===== src/rtl/axil_regbank.sv =====
// axil_regbank: AXI4-Lite slave exposing eight 32-bit registers (scratch,
// control, free-running counter, transaction counters, sticky error status
// and a constant ID). Write and read paths are fully independent; every
// response is registered.
module axil_regbank #(
  parameter int                    DATA_WIDTH = 32,
  parameter int                    ADDR_WIDTH = 32,
  parameter logic [ADDR_WIDTH-1:0] BASE_ADDR  = '0,
  parameter logic [31:0]           ID_VALUE   = 32'hA5A5_0001
) (
  input  logic                    S_AXI_aclk,
  input  logic                    S_AXI_aresetn,
  input  logic [ADDR_WIDTH-1:0]   S_AXI_awaddr,
  input  logic [2:0]              S_AXI_awprot,
  input  logic                    S_AXI_awvalid,
  output logic                    S_AXI_awready,
  input  logic [DATA_WIDTH-1:0]   S_AXI_wdata,
  input  logic [DATA_WIDTH/8-1:0] S_AXI_wstrb,
  input  logic                    S_AXI_wvalid,
  output logic                    S_AXI_wready,
  output logic [1:0]              S_AXI_bresp,
  output logic                    S_AXI_bvalid,
  input  logic                    S_AXI_bready,
  input  logic [ADDR_WIDTH-1:0]   S_AXI_araddr,
  input  logic [2:0]              S_AXI_arprot,
  input  logic                    S_AXI_arvalid,
  output logic                    S_AXI_arready,
  output logic [DATA_WIDTH-1:0]   S_AXI_rdata,
  output logic [1:0]              S_AXI_rresp,
  output logic                    S_AXI_rvalid,
  input  logic                    S_AXI_rready
);

  localparam logic [1:0] RESP_OKAY   = 2'b00;
  localparam logic [1:0] RESP_SLVERR = 2'b10;

  localparam logic [2:0] OFS_SCRATCH0 = 3'd0;
  localparam logic [2:0] OFS_SCRATCH1 = 3'd1;
  localparam logic [2:0] OFS_CONTROL  = 3'd2;
  localparam logic [2:0] OFS_COUNTER  = 3'd3;
  localparam logic [2:0] OFS_WR_COUNT = 3'd4;
  localparam logic [2:0] OFS_RD_COUNT = 3'd5;
  localparam logic [2:0] OFS_STATUS   = 3'd6;

  // rdy_q holds all ready outputs low until the first edge out of reset
  logic                  rdy_q, rdy_d;
  logic                  aw_full_q, aw_full_d;
  logic [ADDR_WIDTH-1:0] aw_addr_q, aw_addr_d;
  logic                  w_full_q, w_full_d;
  logic [31:0]           w_data_q, w_data_d;
  logic [3:0]            w_strb_q, w_strb_d;
  logic                  bvalid_q, bvalid_d;
  logic [1:0]            bresp_q, bresp_d;
  logic                  rvalid_q, rvalid_d;
  logic [1:0]            rresp_q, rresp_d;
  logic [31:0]           rdata_q, rdata_d;
  logic [31:0]           scratch0_q, scratch0_d;
  logic [31:0]           scratch1_q, scratch1_d;
  logic                  cnt_en_q, cnt_en_d;
  logic [31:0]           counter_q, counter_d;
  logic [31:0]           wr_count_q, wr_count_d;
  logic [31:0]           rd_count_q, rd_count_d;
  logic                  werr_q, werr_d;
  logic                  rerr_q, rerr_d;

  logic        aw_hs, w_hs, ar_hs;
  logic        wr_commit, wr_in_range, wr_ok;
  logic        rd_in_range;
  logic [2:0]  wr_ofs, rd_ofs;
  logic [31:0] rd_mux;

  // Protection bits and sub-word address bits carry no meaning here
  logic unused_ok;
  assign unused_ok = ^{S_AXI_awprot, S_AXI_arprot, S_AXI_araddr[1:0], aw_addr_q[1:0]};

  assign S_AXI_awready = rdy_q & ~aw_full_q & ~bvalid_q;
  assign S_AXI_wready  = rdy_q & ~w_full_q & ~bvalid_q;
  assign S_AXI_arready = rdy_q & ~rvalid_q;
  assign S_AXI_bvalid  = bvalid_q;
  assign S_AXI_bresp   = bresp_q;
  assign S_AXI_rvalid  = rvalid_q;
  assign S_AXI_rresp   = rresp_q;
  assign S_AXI_rdata   = rdata_q;

  assign aw_hs       = S_AXI_awvalid & S_AXI_awready;
  assign w_hs        = S_AXI_wvalid & S_AXI_wready;
  assign ar_hs       = S_AXI_arvalid & S_AXI_arready;
  assign wr_commit   = aw_full_q & w_full_q & ~bvalid_q;
  assign wr_in_range = (aw_addr_q[ADDR_WIDTH-1:5] == BASE_ADDR[ADDR_WIDTH-1:5]);
  assign rd_in_range = (S_AXI_araddr[ADDR_WIDTH-1:5] == BASE_ADDR[ADDR_WIDTH-1:5]);
  assign wr_ok       = wr_commit & wr_in_range;
  assign wr_ofs      = aw_addr_q[4:2];
  assign rd_ofs      = S_AXI_araddr[4:2];

  function automatic logic [31:0] merge_bytes(input logic [31:0] old_val,
                                              input logic [31:0] new_val,
                                              input logic [3:0]  strb);
    logic [31:0] res;
    res = old_val;
    for (int i = 0; i < 4; i++) begin
      if (strb[i]) res[8*i +: 8] = new_val[8*i +: 8];
    end
    return res;
  endfunction

  // Write channel: capture AW and W independently, commit once both are held
  always_comb begin
    rdy_d     = 1'b1;
    aw_full_d = aw_full_q;
    aw_addr_d = aw_addr_q;
    w_full_d  = w_full_q;
    w_data_d  = w_data_q;
    w_strb_d  = w_strb_q;
    bvalid_d  = bvalid_q;
    bresp_d   = bresp_q;
    if (aw_hs) begin
      aw_full_d = 1'b1;
      aw_addr_d = S_AXI_awaddr;
    end
    if (w_hs) begin
      w_full_d = 1'b1;
      w_data_d = S_AXI_wdata[31:0];
      w_strb_d = S_AXI_wstrb[3:0];
    end
    if (wr_commit) begin
      aw_full_d = 1'b0;
      w_full_d  = 1'b0;
      bvalid_d  = 1'b1;
      bresp_d   = wr_in_range ? RESP_OKAY : RESP_SLVERR;
    end else if (bvalid_q && S_AXI_bready) begin
      bvalid_d = 1'b0;
      bresp_d  = RESP_OKAY;
    end
  end

  // Register file update: writes, free-running counter, activity counters, status
  always_comb begin
    scratch0_d = scratch0_q;
    scratch1_d = scratch1_q;
    cnt_en_d   = cnt_en_q;
    counter_d  = cnt_en_q ? counter_q + 32'd1 : counter_q;
    wr_count_d = wr_ok ? wr_count_q + 32'd1 : wr_count_q;
    rd_count_d = (ar_hs && rd_in_range) ? rd_count_q + 32'd1 : rd_count_q;
    werr_d     = werr_q;
    rerr_d     = rerr_q;
    if (wr_ok) begin
      case (wr_ofs)
        OFS_SCRATCH0: scratch0_d = merge_bytes(scratch0_q, w_data_q, w_strb_q);
        OFS_SCRATCH1: scratch1_d = merge_bytes(scratch1_q, w_data_q, w_strb_q);
        OFS_CONTROL:  if (w_strb_q[0]) cnt_en_d = w_data_q[0];
        OFS_STATUS: begin
          if (w_strb_q[0] && w_data_q[0]) werr_d = 1'b0;
          if (w_strb_q[0] && w_data_q[1]) rerr_d = 1'b0;
        end
        default: ;
      endcase
    end
    // Error sets come after the W1C clear so a same-cycle set survives
    if (wr_commit && !wr_in_range) werr_d = 1'b1;
    if (ar_hs && !rd_in_range)     rerr_d = 1'b1;
  end

  // Read mux over current register state (pre-update values)
  always_comb begin
    rd_mux = 32'h0;
    case (rd_ofs)
      OFS_SCRATCH0: rd_mux = scratch0_q;
      OFS_SCRATCH1: rd_mux = scratch1_q;
      OFS_CONTROL:  rd_mux = {31'h0, cnt_en_q};
      OFS_COUNTER:  rd_mux = counter_q;
      OFS_WR_COUNT: rd_mux = wr_count_q;
      OFS_RD_COUNT: rd_mux = rd_count_q;
      OFS_STATUS:   rd_mux = {30'h0, rerr_q, werr_q};
      default:      rd_mux = ID_VALUE;
    endcase
  end

  // Read channel: register the response on the AR handshake, hold until rready
  always_comb begin
    rvalid_d = rvalid_q;
    rresp_d  = rresp_q;
    rdata_d  = rdata_q;
    if (ar_hs) begin
      rvalid_d = 1'b1;
      rresp_d  = rd_in_range ? RESP_OKAY : RESP_SLVERR;
      rdata_d  = rd_in_range ? rd_mux : 32'h0;
    end else if (rvalid_q && S_AXI_rready) begin
      rvalid_d = 1'b0;
    end
  end

  // State registers; reset drops every captured beat and pending response
  always_ff @(posedge S_AXI_aclk or negedge S_AXI_aresetn) begin
    if (!S_AXI_aresetn) begin
      rdy_q      <= 1'b0;
      aw_full_q  <= 1'b0;
      aw_addr_q  <= '0;
      w_full_q   <= 1'b0;
      w_data_q   <= 32'h0;
      w_strb_q   <= 4'h0;
      bvalid_q   <= 1'b0;
      bresp_q    <= 2'b00;
      rvalid_q   <= 1'b0;
      rresp_q    <= 2'b00;
      rdata_q    <= 32'h0;
      scratch0_q <= 32'h0;
      scratch1_q <= 32'h0;
      cnt_en_q   <= 1'b0;
      counter_q  <= 32'h0;
      wr_count_q <= 32'h0;
      rd_count_q <= 32'h0;
      werr_q     <= 1'b0;
      rerr_q     <= 1'b0;
    end else begin
      rdy_q      <= rdy_d;
      aw_full_q  <= aw_full_d;
      aw_addr_q  <= aw_addr_d;
      w_full_q   <= w_full_d;
      w_data_q   <= w_data_d;
      w_strb_q   <= w_strb_d;
      bvalid_q   <= bvalid_d;
      bresp_q    <= bresp_d;
      rvalid_q   <= rvalid_d;
      rresp_q    <= rresp_d;
      rdata_q    <= rdata_d;
      scratch0_q <= scratch0_d;
      scratch1_q <= scratch1_d;
      cnt_en_q   <= cnt_en_d;
      counter_q  <= counter_d;
      wr_count_q <= wr_count_d;
      rd_count_q <= rd_count_d;
      werr_q     <= werr_d;
      rerr_q     <= rerr_d;
    end
  end

endmodule


===== config.mk =====
export PLATFORM = sky130hd
export DESIGN_NAME = axil_regbank
export DESIGN_NICKNAME = d
export VERILOG_FILES = /design/src/rtl/axil_regbank.sv
export SDC_FILE = /design/constraint.sdc
export NUM_CORES = 1
export LEC_CHECK = 0
export BUFFER_PORTS_ARGS = -buffer_cell sky130_fd_sc_hd__clkbuf_2
export CORE_MARGIN = 1
export CORE_UTILIZATION = 30
export DETAILED_ROUTE_END_ITERATION = 10
export GPL_ROUTABILITY_DRIVEN = 0
export PLACE_DENSITY = 0.57
export SLEW_MARGIN = 10
export SYNTH_ARGS = -nofsm -noshare
export SYNTH_HDL_FRONTEND = slang
export SYNTH_SLANG_ARGS = --single-unit

===== constraint.sdc =====
create_clock -name S_AXI_aclk -period 2.5 [get_ports S_AXI_aclk]
set_input_delay 0.375 -clock S_AXI_aclk [delete_from_list [all_inputs] [get_ports S_AXI_aclk]]
set_output_delay 0.375 -clock S_AXI_aclk [all_outputs]
set_load 0.01 [all_outputs]

## Yosys cells after proc, flatten, opt, wreduce, memory -nomap -nowiden

Cells that the tools add are included.

- Input bits: 113
- Memory bits (read-only): 0
- Logic and storage cells: 108
- Bits in registers: 272
- Bits in latches: 0
- Output and inout port bits: 41
- Memories: 0
- Memory bits (writable): 0

- Order comparisons: 0
- Div/mod/pow operators: 0
- Add/sub/neg operators: 3
- Shifts and indexed selects: 0
- Reductions and logical operators: 34
- Eq/ne operators: 9
- Muxes and demuxes: 22
- Multiply operators: 0
- Bitwise gates (word level): 15

Operators by type and width:

| operator | count |
|---|---|
| one-hot mux 32 bit (7 select lines) | 1 |
| adder 32 x 1 -> 32 bit, second input constant | 3 |
| logical NOT 27 bit | 2 |
| AND reduction 3 bit | 11 |
| 2-to-1 mux 32 bit | 1 |
| nonzero test 2 bit | 10 |
| 2-to-1 mux 1 bit | 16 |
| equality test 3 bit, second input constant | 4 |
| bitwise AND 1 bit | 11 |
| equality test 3 x 2 -> 1 bit, second input constant | 3 |
| 2-to-1 mux 2 bit | 4 |
| logical AND 1 bit | 7 |
| equality test 3 x 1 -> 1 bit, second input constant | 2 |
| logical NOT 3 bit | 2 |
| NOT 1 bit | 4 |
| logical NOT 1 bit | 2 |

## Logic depth before layout (Yosys ltp)

- Depth in word-level cells: 6
- Mapped depth: 8
- Depth with buffers taken out: 6

## Worst setup path before layout

OpenSTA, ideal clock, no wires.

- Path type: register -> register
- From: reg aw_addr_q[15]
- To: reg scratch0_q[0]
- Period minus slack after synthesis: 1.963 ns
- Buffers on the path: 0
- Setup time: 0.125 ns
- Data required time: 2.375 ns
- Cell stages (with the launch flop): 6
- Data arrival time: 1.839 ns
- Setup slack: 0.537 ns
- Cells stage by stage: dfrtp_1 -> nor4_1 -> nand4_1 -> nor3_2 -> nor4b_4 -> mux2_2

- Word-level cells in the longest chain between the ends: 3

RTL lines:

| element | line | text |
|---|---|---|
| from (decl) | 48 | `logic [ADDR_WIDTH-1:0] aw_addr_q, aw_addr_d;` |
| from (signal assigned) | 217 | `aw_addr_q <= aw_addr_d;` |
| logical NOT 27 bit | 89 | `assign wr_in_range = (aw_addr_q[ADDR_WIDTH-1:5] == BASE_ADDR[ADDR_WIDTH-1:5]);` |
| bitwise AND 1 bit | 91 | `assign wr_ok = wr_commit & wr_in_range;` |
| AND reduction 3 bit (no source line) | - |  |
| to (signal assigned) | 226 | `scratch0_q <= scratch0_d;` |
| to (decl) | 57 | `logic [31:0] scratch0_q, scratch0_d;` |

No other way between the ends.
A chain may end at the register's enable or synchronous reset.

## Final worst setup path

- From: reg aw_addr_q[6]
- To: reg scratch1_q[7]

- Word-level cells in the longest chain between the ends: 3

RTL lines:

| element | line | text |
|---|---|---|
| logical NOT 27 bit | 89 |  |
| bitwise AND 1 bit | 91 |  |
| AND reduction 3 bit (no source line) | - |  |
| to (signal assigned) | 227 | `scratch1_q <= scratch1_d;` |
| to (decl) | 58 | `logic [31:0] scratch1_q, scratch1_d;` |

No other way between the ends.

==> results.toml <==
[critical_path]
ff2ff_setup_slack_ns = 0.19
crit_path_end_kind = "flop"
crit_arrival_ns = 2.74
start_kind = "flop"
path_class = "reg -> reg"
worst_r2r_path_depth = 7
cp.depth = 7
critPathBufInv = 2
cp_slowest_cell = "dfrtp_1"
cp_common_cell = "buf_4"
cpPeakStageDelay_ns = 0.38
cp_max_fo = 18
crit_chain = "nor4_1, nand4_1, nor3_4, buf_4, nand4bb_1, buf_4, mux2_2"
cp_top_family = "simple AND/OR/NAND/NOR gates"
worst-endpoint-required_ns = 2.93

[yosys]
synth_compound_area_share_pct = 6.76
synth_top_cells_by_area = "dfrtp_1 (55%), mux2_2 (14%), xnor2_1 (4.7%)"
synth-adder-area-share_pct = 0.309
ys.flop_type = "dfrtp_1"
avgSynthCellArea_sq_um = 12.2
postSynthCellCount = 993
synth-edff-count = 0
synth_top_family_by_area = "multiplexers"
synth_top_area_share_pct = 55.2
yosys.area.top_type = "dfrtp_1"
synthArstFlopShare_pct = 100
ys_seq_area_share_pct = 55.2
synth_cell_types = 50
synthTopCellsByCount = "dfrtp_1 (268), mux2_2 (152), nand2_1 (71), xnor2_1 (65), nor2_1 (36)"
yosysMostFrequentCell = "dfrtp_1"
yosys_warnings = 0
synth_mux_area_share_pct = 16.3
synth_xor_area_share_pct = 6.71
synth_simple_gate_area_share_pct = 12.6
syn-cell-area_sq_um = 12100
synth-seq-cells = 268

[route]
ant_nets = 0
drcViolationCount = 0
via_per_inst = 4.92
wl_per_cell_um = 18.0
drtIter0Drc = 441
wirelength_um = 30600
dr.pass1.iters = 5
vias = 8382

[final_layout]
num_antenna_cells = 0
drive_gt1_share_pct = 34.6
seq_area_sq_um = 6710
syn_to_final_growth_pct = 21.9
fillers = 4017
layout.nets = 1272
multiInputGateArea_sq_um = 5220
postLayoutCellArea_sq_um = 14800

[timing]
finalClockSkew_ns = 0.0221
maxSlewViolCount = 0
min_period_ns = 2.31
tns_ns = 0
rsz0062_at_grt = "no"
max_freq_ghz = 0.432
finalHoldViolCount = 0
worst_pin_slew_ns = 0.533
setup_viol = 0
min_period_over_period_pct = 92.6
relSlewSlack_pct = 64.5

[clock_network]
clkSlewWorstSetupHoldPaths_ns = 0.06
clock-root-buffer = "clkbuf_16"
cts_sinks = 268
post_cts_buffers = 0
htree_levels = 1
numCtsBuffers = 30
cts_tree = "yes"
worstSkewPairLatency_ns = 0.56
cts_buffer_depth = 3

[global_route]
track_usage_pct = 15.1
grt_max_degree = 79
grt_pass1_wl_um = 49100
first_global_vias = 8454
grt.overflow.total = 0
antenna_found_initial = 1

[floorplan]
die_area_sq_um = 41300
die_height_um = 203
row_count = 73
start_util_pct = 30.5
core_region_area_sq_um = 39800
ioPinCount = 154
die_x_um = 203

[pwr]
leakagePower_nw = 6.89
swShare_pct = 24.9
p_switching_mw = 2.87
powerDensity_nw_per_um2 = 779
clkPwrFrac_pct = 41.6
seq_power_share_pct = 47.0
power_frac_comb_pct = 11.4
intPower_mw = 8.66
peakVddDrop_uv = 553

[run]
max_cap_violations = 0

[run_status]
status = "finished clean"

[place]
io_buffers = 141
dp_hpwl_um = 22500
placed_area_sq_um = 13700

[hold_path]
hold_path.class = "in -> reg"
min_delay_path_depth = 2
==> metal layers <==
metal  share of wire, %  track usage (%)  vias to the layer above
li1                   -                -                     3919
met1                 49             22.6                     4163
met2                 43             22.2                      250
met3                5.8             2.80                       48
met4                2.2             3.54                        2
met5              0.026                0                        -
==> per-stage QoR <==
step	power [mW]	setup WS [ns]	util [%]	hold slack, ns	instances
floorplan	6.23	0.537	-	0.0794	994
global placement	6.76	0.129	34.3	0.348	1646
detailed placement	6.83	0.0777	34.3	0.353	1646
CTS	11.7	0.0640	37.1	0.0262	1703
global route	12.1	0.0181	37.2	0.0335	1703
finish	11.5	0.186	37.2	0.0443	1703
==> sequential cells by signal, indices dropped and copies added (netlist names) <==
name          flops
S_AXI_bresp       1
S_AXI_bvalid      1
S_AXI_rdata      32
S_AXI_rresp       1
S_AXI_rvalid      1
aw_addr_q        30
aw_full_q         1
cnt_en_q          1
counter_q        32
rd_count_q       32
rdy_q             1
rerr_q            1
scratch0_q       32
scratch1_q       32
w_data_q         32
w_full_q          1
w_strb_q          4
werr_q            1
wr_count_q       32
==> worst paths after layout <==
path / startpoint / endpoint
max: aw_addr_q[6] / scratch1_q[7]
min: S_AXI_awaddr[8] / aw_addr_q[8]
min in group asynchronous: S_AXI_aresetn / w_data_q[24]
min reg2reg: rd_count_q[31] / rd_count_q[31]
max reg2reg: aw_addr_q[6] / scratch1_q[7]
max in group asynchronous: S_AXI_aresetn / w_data_q[13]
==> power groups by stage <==
stage | Sequential [mW] | Combinational, mW | Clock (mW)
floorplan | 5.27 | 0.962 | 0
global placement | 5.47 | 1.30 | 0
detailed placement | 5.50 | 1.33 | 0
CTS | 5.42 | 1.34 | 4.92
global route | 5.52 | 1.46 | 5.11
finish | 5.42 | 1.32 | 4.80
==> cell usage in the layout (no fill, tap or decap), drive strengths merged, types with 32 or more instances in the layout <==
cell type,count
buf,40
nand2,71
nor2,36
clkbuf,181
dfrtp,268
nand4,32
mux2,152
xnor2,65
nand3,32
a22oi,32
==> area by class of cell <==
type                       instances  area share, %
multi-input combinational        670           35.3
sequential                       268           45.3
clock inverter                    13           1.34
timing repair buffer             183           7.52
inverter                           3         0.0761
clock buffer                      41           6.04
tap                              525           4.44
==> cell families after synthesis <==
family	Yosys count
AOI/OAI and AO/OA	120
muxes	170
and+or+nand+nor	281
buffers and inverters	56
xor gates and xnor gates	93
adders and majority gates	3
DFF	268
other	2
==> worst register-to-register path, delay by kind of cell, from the launching register on <==
kind	cells	cell delay (ns)
mux	1	0.28
buf+inv	2	0.50
flops	1	0.38
simple gates	4	1.02
==> what timing repair did <==
action	in CTS	in global routing
endpoints found under the setup margin	0	51
gates resized for setup	0	7
hold buffers	3	0
hold endpoints to repair	59	0
Power figures use the tool's default switching activity.
